## src/rtl/spi_arbiter.sv

```systemverilog
// -----------------------------------------------------------------------------
// spi_arbiter
//
// Shares one SPI shift engine between NREQ on-chip requesters. A round-robin
// search picks one pending request at a time. The block frames the transfer
// with SSB (active low), starts the engine, and returns the received frame to
// the requester that was granted. It then holds SSB high for a guard interval
// before the next frame.
//
// Optional feature macro: SPI_ARB_TIMEOUT_EN
//   When defined, an engine watchdog aborts a transfer that has not completed
//   after TIMEOUT WAIT cycles. The abort returns rsp_err=1 and rsp_data=0.
//   When undefined, no watchdog is built and rsp_err is tied low.
//
// Handshakes:
//   req/gnt      : a requester holds req and its req_data slice stable until
//                  it sees its one-cycle gnt pulse. A req still high after gnt
//                  is a fresh request and queues behind the other requesters.
//   eng_start/done: eng_start pulses for one cycle with eng_tx valid. eng_tx
//                  stays stable until eng_done. eng_done is a one-cycle pulse
//                  carrying eng_rx, and it is only honoured while waiting.
//
// Ports:
//   SCK        in   system clock, rising edge
//   reset      in   asynchronous active-high reset
//   req        in   [NREQ]     request levels
//   req_data   in   [NREQ*DW]  TX frame of requester i at [i*DW +: DW]
//   gnt        out  [NREQ]     one-hot grant pulse
//   rsp_valid  out  [NREQ]     one-hot response pulse
//   rsp_data   out  [DW]       RX frame, held between responses
//   rsp_err    out            watchdog abort flag, qualified by rsp_valid
//   eng_start  out            engine start pulse
//   eng_tx     out  [DW]       frame to shift out
//   eng_done   in             engine completion pulse
//   eng_rx     in   [DW]       received frame, valid with eng_done
//   SSB        out            active-low slave select
//   busy       out            high whenever the FSM is not IDLE
//   dbg_state  out  [2]        current FSM state (0 IDLE, 1 START, 2 WAIT, 3 GUARD)
// -----------------------------------------------------------------------------
module spi_arbiter #(
   parameter int NREQ    = 4,
   parameter int DW      = 8,
   parameter int GUARD   = 2,
   parameter int TIMEOUT = 64
) (
   input  logic               SCK,
   input  logic               reset,
   input  logic [NREQ-1:0]    req,
   input  logic [NREQ*DW-1:0] req_data,
   output logic [NREQ-1:0]    gnt,
   output logic [NREQ-1:0]    rsp_valid,
   output logic [DW-1:0]      rsp_data,
   output logic               rsp_err,
   output logic               eng_start,
   output logic [DW-1:0]      eng_tx,
   input  logic               eng_done,
   input  logic [DW-1:0]      eng_rx,
   output logic               SSB,
   output logic               busy,
   output logic [1:0]         dbg_state
);

   localparam int IW = (NREQ > 1) ? $clog2(NREQ) : 1;
   localparam int GW = $clog2(GUARD + 1);

   if (NREQ < 2 || NREQ > 8 || GUARD < 1 || TIMEOUT < 1) begin : g_cfg_check
      $error("spi_arbiter: illegal parameter set");
   end

   typedef enum logic [1:0] {
      S_IDLE  = 2'd0,
      S_START = 2'd1,
      S_WAIT  = 2'd2,
      S_GUARD = 2'd3
   } state_t;

   state_t            state_q, state_d;
   logic [IW-1:0]     ptr_q, ptr_d;
   logic [IW-1:0]     cur_q, cur_d;
   logic [GW-1:0]     gcnt_q, gcnt_d;
   logic [NREQ-1:0]   gnt_q, gnt_d;
   logic [NREQ-1:0]   rsp_valid_q, rsp_valid_d;
   logic [DW-1:0]     rsp_data_q, rsp_data_d;
   logic              eng_start_q, eng_start_d;
   logic [DW-1:0]     eng_tx_q, eng_tx_d;
   logic              ssb_q, ssb_d;
   logic              busy_q, busy_d;

`ifdef SPI_ARB_TIMEOUT_EN
   localparam int TW = $clog2(TIMEOUT + 1);
   logic [TW-1:0]     tcnt_q, tcnt_d;
   logic              rsp_err_q, rsp_err_d;
`endif

   // Round-robin pick: first set req bit at or above ptr_q, wrapping.
   logic              win_found;
   logic [IW-1:0]     win_idx;
   logic [IW:0]       cand;

   always_comb begin
      win_found = 1'b0;
      win_idx   = '0;
      cand      = '0;
      for (int i = 0; i < NREQ; i++) begin
         cand = {1'b0, ptr_q} + (IW+1)'(i);
         if (cand >= (IW+1)'(NREQ)) begin
            cand = cand - (IW+1)'(NREQ);
         end
         if (!win_found && req[cand[IW-1:0]]) begin
            win_found = 1'b1;
            win_idx   = cand[IW-1:0];
         end
      end
   end

   always_comb begin
      state_d     = state_q;
      ptr_d       = ptr_q;
      cur_d       = cur_q;
      gcnt_d      = gcnt_q;
      gnt_d       = '0;
      rsp_valid_d = '0;
      rsp_data_d  = rsp_data_q;
      eng_start_d = 1'b0;
      eng_tx_d    = eng_tx_q;
      ssb_d       = ssb_q;
`ifdef SPI_ARB_TIMEOUT_EN
      tcnt_d      = tcnt_q;
      rsp_err_d   = rsp_err_q;
`endif

      case (state_q)
         S_IDLE: begin
            ssb_d = 1'b1;
            if (win_found) begin
               cur_d          = win_idx;
               eng_tx_d       = req_data[win_idx*DW +: DW];
               gnt_d[win_idx] = 1'b1;
               eng_start_d    = 1'b1;
               ssb_d          = 1'b0;
               state_d        = S_START;
            end
         end

         S_START: begin
            // The winner drops to lowest priority for the next search.
            ptr_d   = (cur_q == IW'(NREQ - 1)) ? '0 : cur_q + 1'b1;
            ssb_d   = 1'b0;
            state_d = S_WAIT;
`ifdef SPI_ARB_TIMEOUT_EN
            tcnt_d  = '0;
`endif
         end

         S_WAIT: begin
            ssb_d = 1'b0;
            if (eng_done) begin
               rsp_data_d         = eng_rx;
               rsp_valid_d[cur_q] = 1'b1;
               ssb_d              = 1'b1;
               gcnt_d             = '0;
               state_d            = S_GUARD;
`ifdef SPI_ARB_TIMEOUT_EN
               rsp_err_d          = 1'b0;
`endif
            end
`ifdef SPI_ARB_TIMEOUT_EN
            // tcnt_q counts completed WAIT cycles; this cycle is the
            // TIMEOUT-th one, so the watchdog fires at its end.
            else if (tcnt_q == TW'(TIMEOUT - 1)) begin
               rsp_data_d         = '0;
               rsp_err_d          = 1'b1;
               rsp_valid_d[cur_q] = 1'b1;
               ssb_d              = 1'b1;
               gcnt_d             = '0;
               state_d            = S_GUARD;
            end else begin
               tcnt_d = tcnt_q + 1'b1;
            end
`endif
         end

         S_GUARD: begin
            ssb_d = 1'b1;
            if (gcnt_q == GW'(GUARD - 1)) begin
               state_d = S_IDLE;
            end else begin
               gcnt_d = gcnt_q + 1'b1;
            end
         end

         default: begin
            state_d = S_IDLE;
            ssb_d   = 1'b1;
         end
      endcase

      busy_d = (state_d != S_IDLE);
   end

   always_ff @(posedge SCK or posedge reset) begin
      if (reset) begin
         state_q     <= S_IDLE;
         ptr_q       <= '0;
         cur_q       <= '0;
         gcnt_q      <= '0;
         gnt_q       <= '0;
         rsp_valid_q <= '0;
         rsp_data_q  <= '0;
         eng_start_q <= 1'b0;
         eng_tx_q    <= '0;
         ssb_q       <= 1'b1;
         busy_q      <= 1'b0;
`ifdef SPI_ARB_TIMEOUT_EN
         tcnt_q      <= '0;
         rsp_err_q   <= 1'b0;
`endif
      end else begin
         state_q     <= state_d;
         ptr_q       <= ptr_d;
         cur_q       <= cur_d;
         gcnt_q      <= gcnt_d;
         gnt_q       <= gnt_d;
         rsp_valid_q <= rsp_valid_d;
         rsp_data_q  <= rsp_data_d;
         eng_start_q <= eng_start_d;
         eng_tx_q    <= eng_tx_d;
         ssb_q       <= ssb_d;
         busy_q      <= busy_d;
`ifdef SPI_ARB_TIMEOUT_EN
         tcnt_q      <= tcnt_d;
         rsp_err_q   <= rsp_err_d;
`endif
      end
   end

   assign gnt       = gnt_q;
   assign rsp_valid = rsp_valid_q;
   assign rsp_data  = rsp_data_q;
   assign eng_start = eng_start_q;
   assign eng_tx    = eng_tx_q;
   assign SSB       = ssb_q;
   assign busy      = busy_q;
   assign dbg_state = state_q;

`ifdef SPI_ARB_TIMEOUT_EN
   assign rsp_err = rsp_err_q;
`else
   assign rsp_err = 1'b0;
`endif

endmodule
```

## config.mk

```make
export PLATFORM = sky130hd
export DESIGN_NAME = spi_arbiter
export DESIGN_NICKNAME = d
export VERILOG_FILES = /design/src/rtl/spi_arbiter.sv
export SDC_FILE = /design/constraint.sdc
export NUM_CORES = 1
export LEC_CHECK = 0
export ABC_CLOCK_PERIOD_IN_PS = 2000
export CELL_PAD_IN_SITES_DETAIL_PLACEMENT = 1
export CELL_PAD_IN_SITES_GLOBAL_PLACEMENT = 1
export CORE_MARGIN = 2
export CORE_UTILIZATION = 31
export DETAILED_ROUTE_END_ITERATION = 12
export GPL_TIMING_DRIVEN = 0
export PLACE_DENSITY_LB_ADDON = 0.1
export SYNTH_ARGS = -nofsm -noshare
export SYNTH_HDL_FRONTEND = slang
export SYNTH_SLANG_ARGS = --single-unit
```

## constraint.sdc

```tcl
create_clock -name SCK -period 2 [get_ports SCK]
set_clock_uncertainty 0.1 [all_clocks]
set_input_delay 0.3 -clock SCK [delete_from_list [all_inputs] [get_ports SCK]]
set_output_delay 0.3 -clock SCK [all_outputs]
set_load 0.1 [all_outputs]
```

==> key figures <==
Detailed routing
  • Routed len/inst: 15.34 µm
  • Vias: 1480
  • Iteration-0 DRC Markers: 34
  • Residual DRC count: 0
  • Routed Antenna Nets: 0
  • Total Wirelength: 4739 µm
  • Drt pass-1 iters: 4
  • Via density: 4.790

Worst setup path
  • Kind of critical path: reg2out
  • Worst Path Max Fanout: 2
  • Required @ worst endpoint: 1.60 ns
  • Critical path endpoint category: primary output
  • Buf/Inv on CP: 1
  • Slowest stage cell, crit path: dlygate4sd2_1
  • R2r worst-path depth: 7
  • Startpoint types: flip-flop
  • Arr. time, crit path: 1.52 ns
  • Worst R2R Setup Slack: 0.12 ns
  • Critical Path Stages: 1
  • CP top delay family: buffers and inverters
  • RR Startpoint: ptr_q[0]
  • Max stage delay on crit path: 0.87 ns
  • CP Cell Sequence: dlygate4sd2_1
  • Critical R2R Capture: eng_tx[2]

Pwr
  • Static leakage: 1.215 nW
  • PwrDens: 1802 nW/µm²
  • VDD IR max: 0.0007689 V

Die
  • Core Rows: 27
  • Initial Util: 0.3163
  • Die area: 6161 µm²
  • Chip Height: 78.50 µm
  • Die width: 78.50 µm
  • IO Count: 77
  • Core area: 5439 µm²

Clocking
  • CTS tree: built
  • Clock slew at reported path FFs: 0.07 ns
  • Root Buffer: clkbuf_8
  • Post-CTS Hold Buffers: 0
  • Clock Sink Count: 35
  • Cts bufs inserted: 5
  • H-tree depth reported by CTS: 2
  • Skew-Pair Late Insertion Delay: 0.29 ns
  • CTS Buffer Depth: 2

Synth
  • Synth Net Count: 204
  • Synthesized instance count: 152
  • Post-synth EDFFs: 0
  • Largest area contributor in the netlist: dfrtp_1
  • Ys async rst share: 1.000
  • Post-synthesis sequential area ratio: 0.5098
  • Ranking of synthesized cells by area: dfrtp_1 (49%), a211oi_1 (7.0%), mux2_2 (5.9%)
  • Avg Inst Size Synth: 11.32 µm²
  • Synth Flop Type: dfrtp_1
  • Mapped Area: 1720 µm²
  • FF+latch count, synth: 35
  • Synth top area share: 0.4945
  • Synth warn: 0
  • Count of cell types in the netlist: 38
  • Count leader, synth: dfrtp_1
  • Top post-synthesis cells by count: dfrtp_1 (34), a211oi_1 (16), nor2_1 (11)

Finish
  • Nets: 288
  • Share of layout cells above drive strength 1: 0.1857
  • Layout area overhead: 56.22%
  • Inserted Diodes: 0

Run status
  • Status: completed

Placement
  • # port buffers: 75
  • Post-detail-place hpwl: 3593 µm
  • RePlAce Congestion: 0.7576
  • Worst slack, placed: -0.3508 ns

Global routing
  • Global-route wire length before repair: 7817 µm
  • All-layer global routing usage: 0.1656
  • Vias in the first global route: 1585
  • GR Overflow Total: 0
  • Largest net degree at the start of global routing: 36
  • Initial antenna violation count: 0

Timing
  • RSZ-0062 raised after global routing: yes
  • Worst slew pin tran: 0.9955 ns
  • Final setup vio count: 0
  • Max-slew headroom: 0.3390
  • Peak Freq: 519.6 MHz
  • Setup slack after layout: 0.07561 ns
  • TNS Setup: 0 ns
  • Crit share post-route: 0.9622
  • Pins Over Slew Limit: 0
  • Final hold vios: 0
  • Min Tclk post-route: 1.924 ns

Min path
  • Hold WC Path Type: in2async

Run
  • Total of max-cap violations: 0
-- how the worst max path moves through the flow --
stage / from / to / slack, ns
5_1_grt: req[0] / eng_tx[4] / -0.03
2_1_floorplan: dbg_state[0] / rsp_data[0] / 0.04
6_report: eng_tx[7] / eng_tx[7] / 0.08
3_5_place_dp: req[1] / eng_tx[2] / -0.35
3_3_place_gp: req[2] / eng_tx[7] / -0.21
4_1_cts: dbg_state[1] / dbg_state[1] / 0.004
-- routing by layer --
layer / global-route usage / vias up / part of all wire
met4: 0.05263 / 0 / 0.015
met5: 0 / - / 0
met1: 0.1916 / 729 / 0.42
li1: - / 703 / -
met3: 0.04138 / 6 / 0.040
met2: 0.2991 / 42 / 0.52
-- placed cells by master (no fill, tap or decap), types with 2 or more instances in the layout --
cell type and instances:
a211oi_1 16, a21boi_0 8, a22o_1 2, and2_1 4, buf_2 2, buf_4 4, buf_6 2, clkbuf_8 6
clkdlybuf4s50_1 46, dfrtp_1 31, dfrtp_2 3, dlygate4sd2_1 27, ha_1 5, inv_1 5, inv_2 2, mux2_2 9
mux2i_1 9, nand2_1 10, nand2b_1 4, nor2_1 10, nor3_1 2, o21ai_0 5
-- final cells by class --
cell class	count	area [µm²]
fillers	601	2751
flip-flops and latches	35	880.8
multi-input cells	103	793.3
repair buffers	77	728.2
well taps	72	90.09
clock buffers	6	82.58
plain buffers	7	51.30
clock inverters	2	35.03
inverters	7	26.28
-- registers in the layout, indices dropped and copies added (netlist names) --
name	cells
gcnt_q	2
cur_q	2
SSB	1
eng_start	1
busy	1
rsp_data	8
eng_tx	8
ptr_q	2
gnt	4
rsp_valid	4
dbg_state	2
-- logic make-up (layout without fill, tap and decap cells) --
| kind of cell | Yosys count | count (layout) | synth area share |
|---|---|---|---|
| AND/OR/NAND/NOR | 40 | 40 | 0.1193 |
| AO/OA/AOI/OAI | 39 | 39 | 0.1760 |
| flip-flops | 35 | 35 | 0.5098 |
| multiplexers | 18 | 18 | 0.1113 |
| buffers and inverters | 14 | 99 | 0.04508 |
| adder cells (fa/ha/maj) | 5 | 5 | 0.03636 |
| other | 1 | 1 | 0.002180 |
-- where the power goes --
part	total (mW)	leakage [nW]	switching (mW)	internal [mW]
logic	2.99	0.732	2.27	0.719
clock network	0.669	0.0612	0.266	0.403
registers	1.18	0.422	0.183	0.999
-- metrics by stage --
step | util | power, mW | instances | instance area, µm² | hold WS (ns)
2_1_floorplan | - | 3.531 | 152 | 1723 | 0.3234
3_3_place_gp | 0.4714 | 4.236 | 299 | 2564 | 0.3889
3_5_place_dp | 0.4714 | 4.333 | 299 | 2564 | 0.3970
4_1_cts | 0.4905 | 4.868 | 307 | 2668 | 0.4088
5_1_grt | 0.4941 | 5.098 | 309 | 2688 | 0.4227
6_report | 0.4941 | 4.843 | 309 | 2688 | 0.3608
-- timing repair --
action	CTS	global route
setup endpoints to repair	32	13
resized for setup	34	5
setup buffers	0	2
pin swaps	0	2
Note: power is estimated with default switching activity, not from simulation.
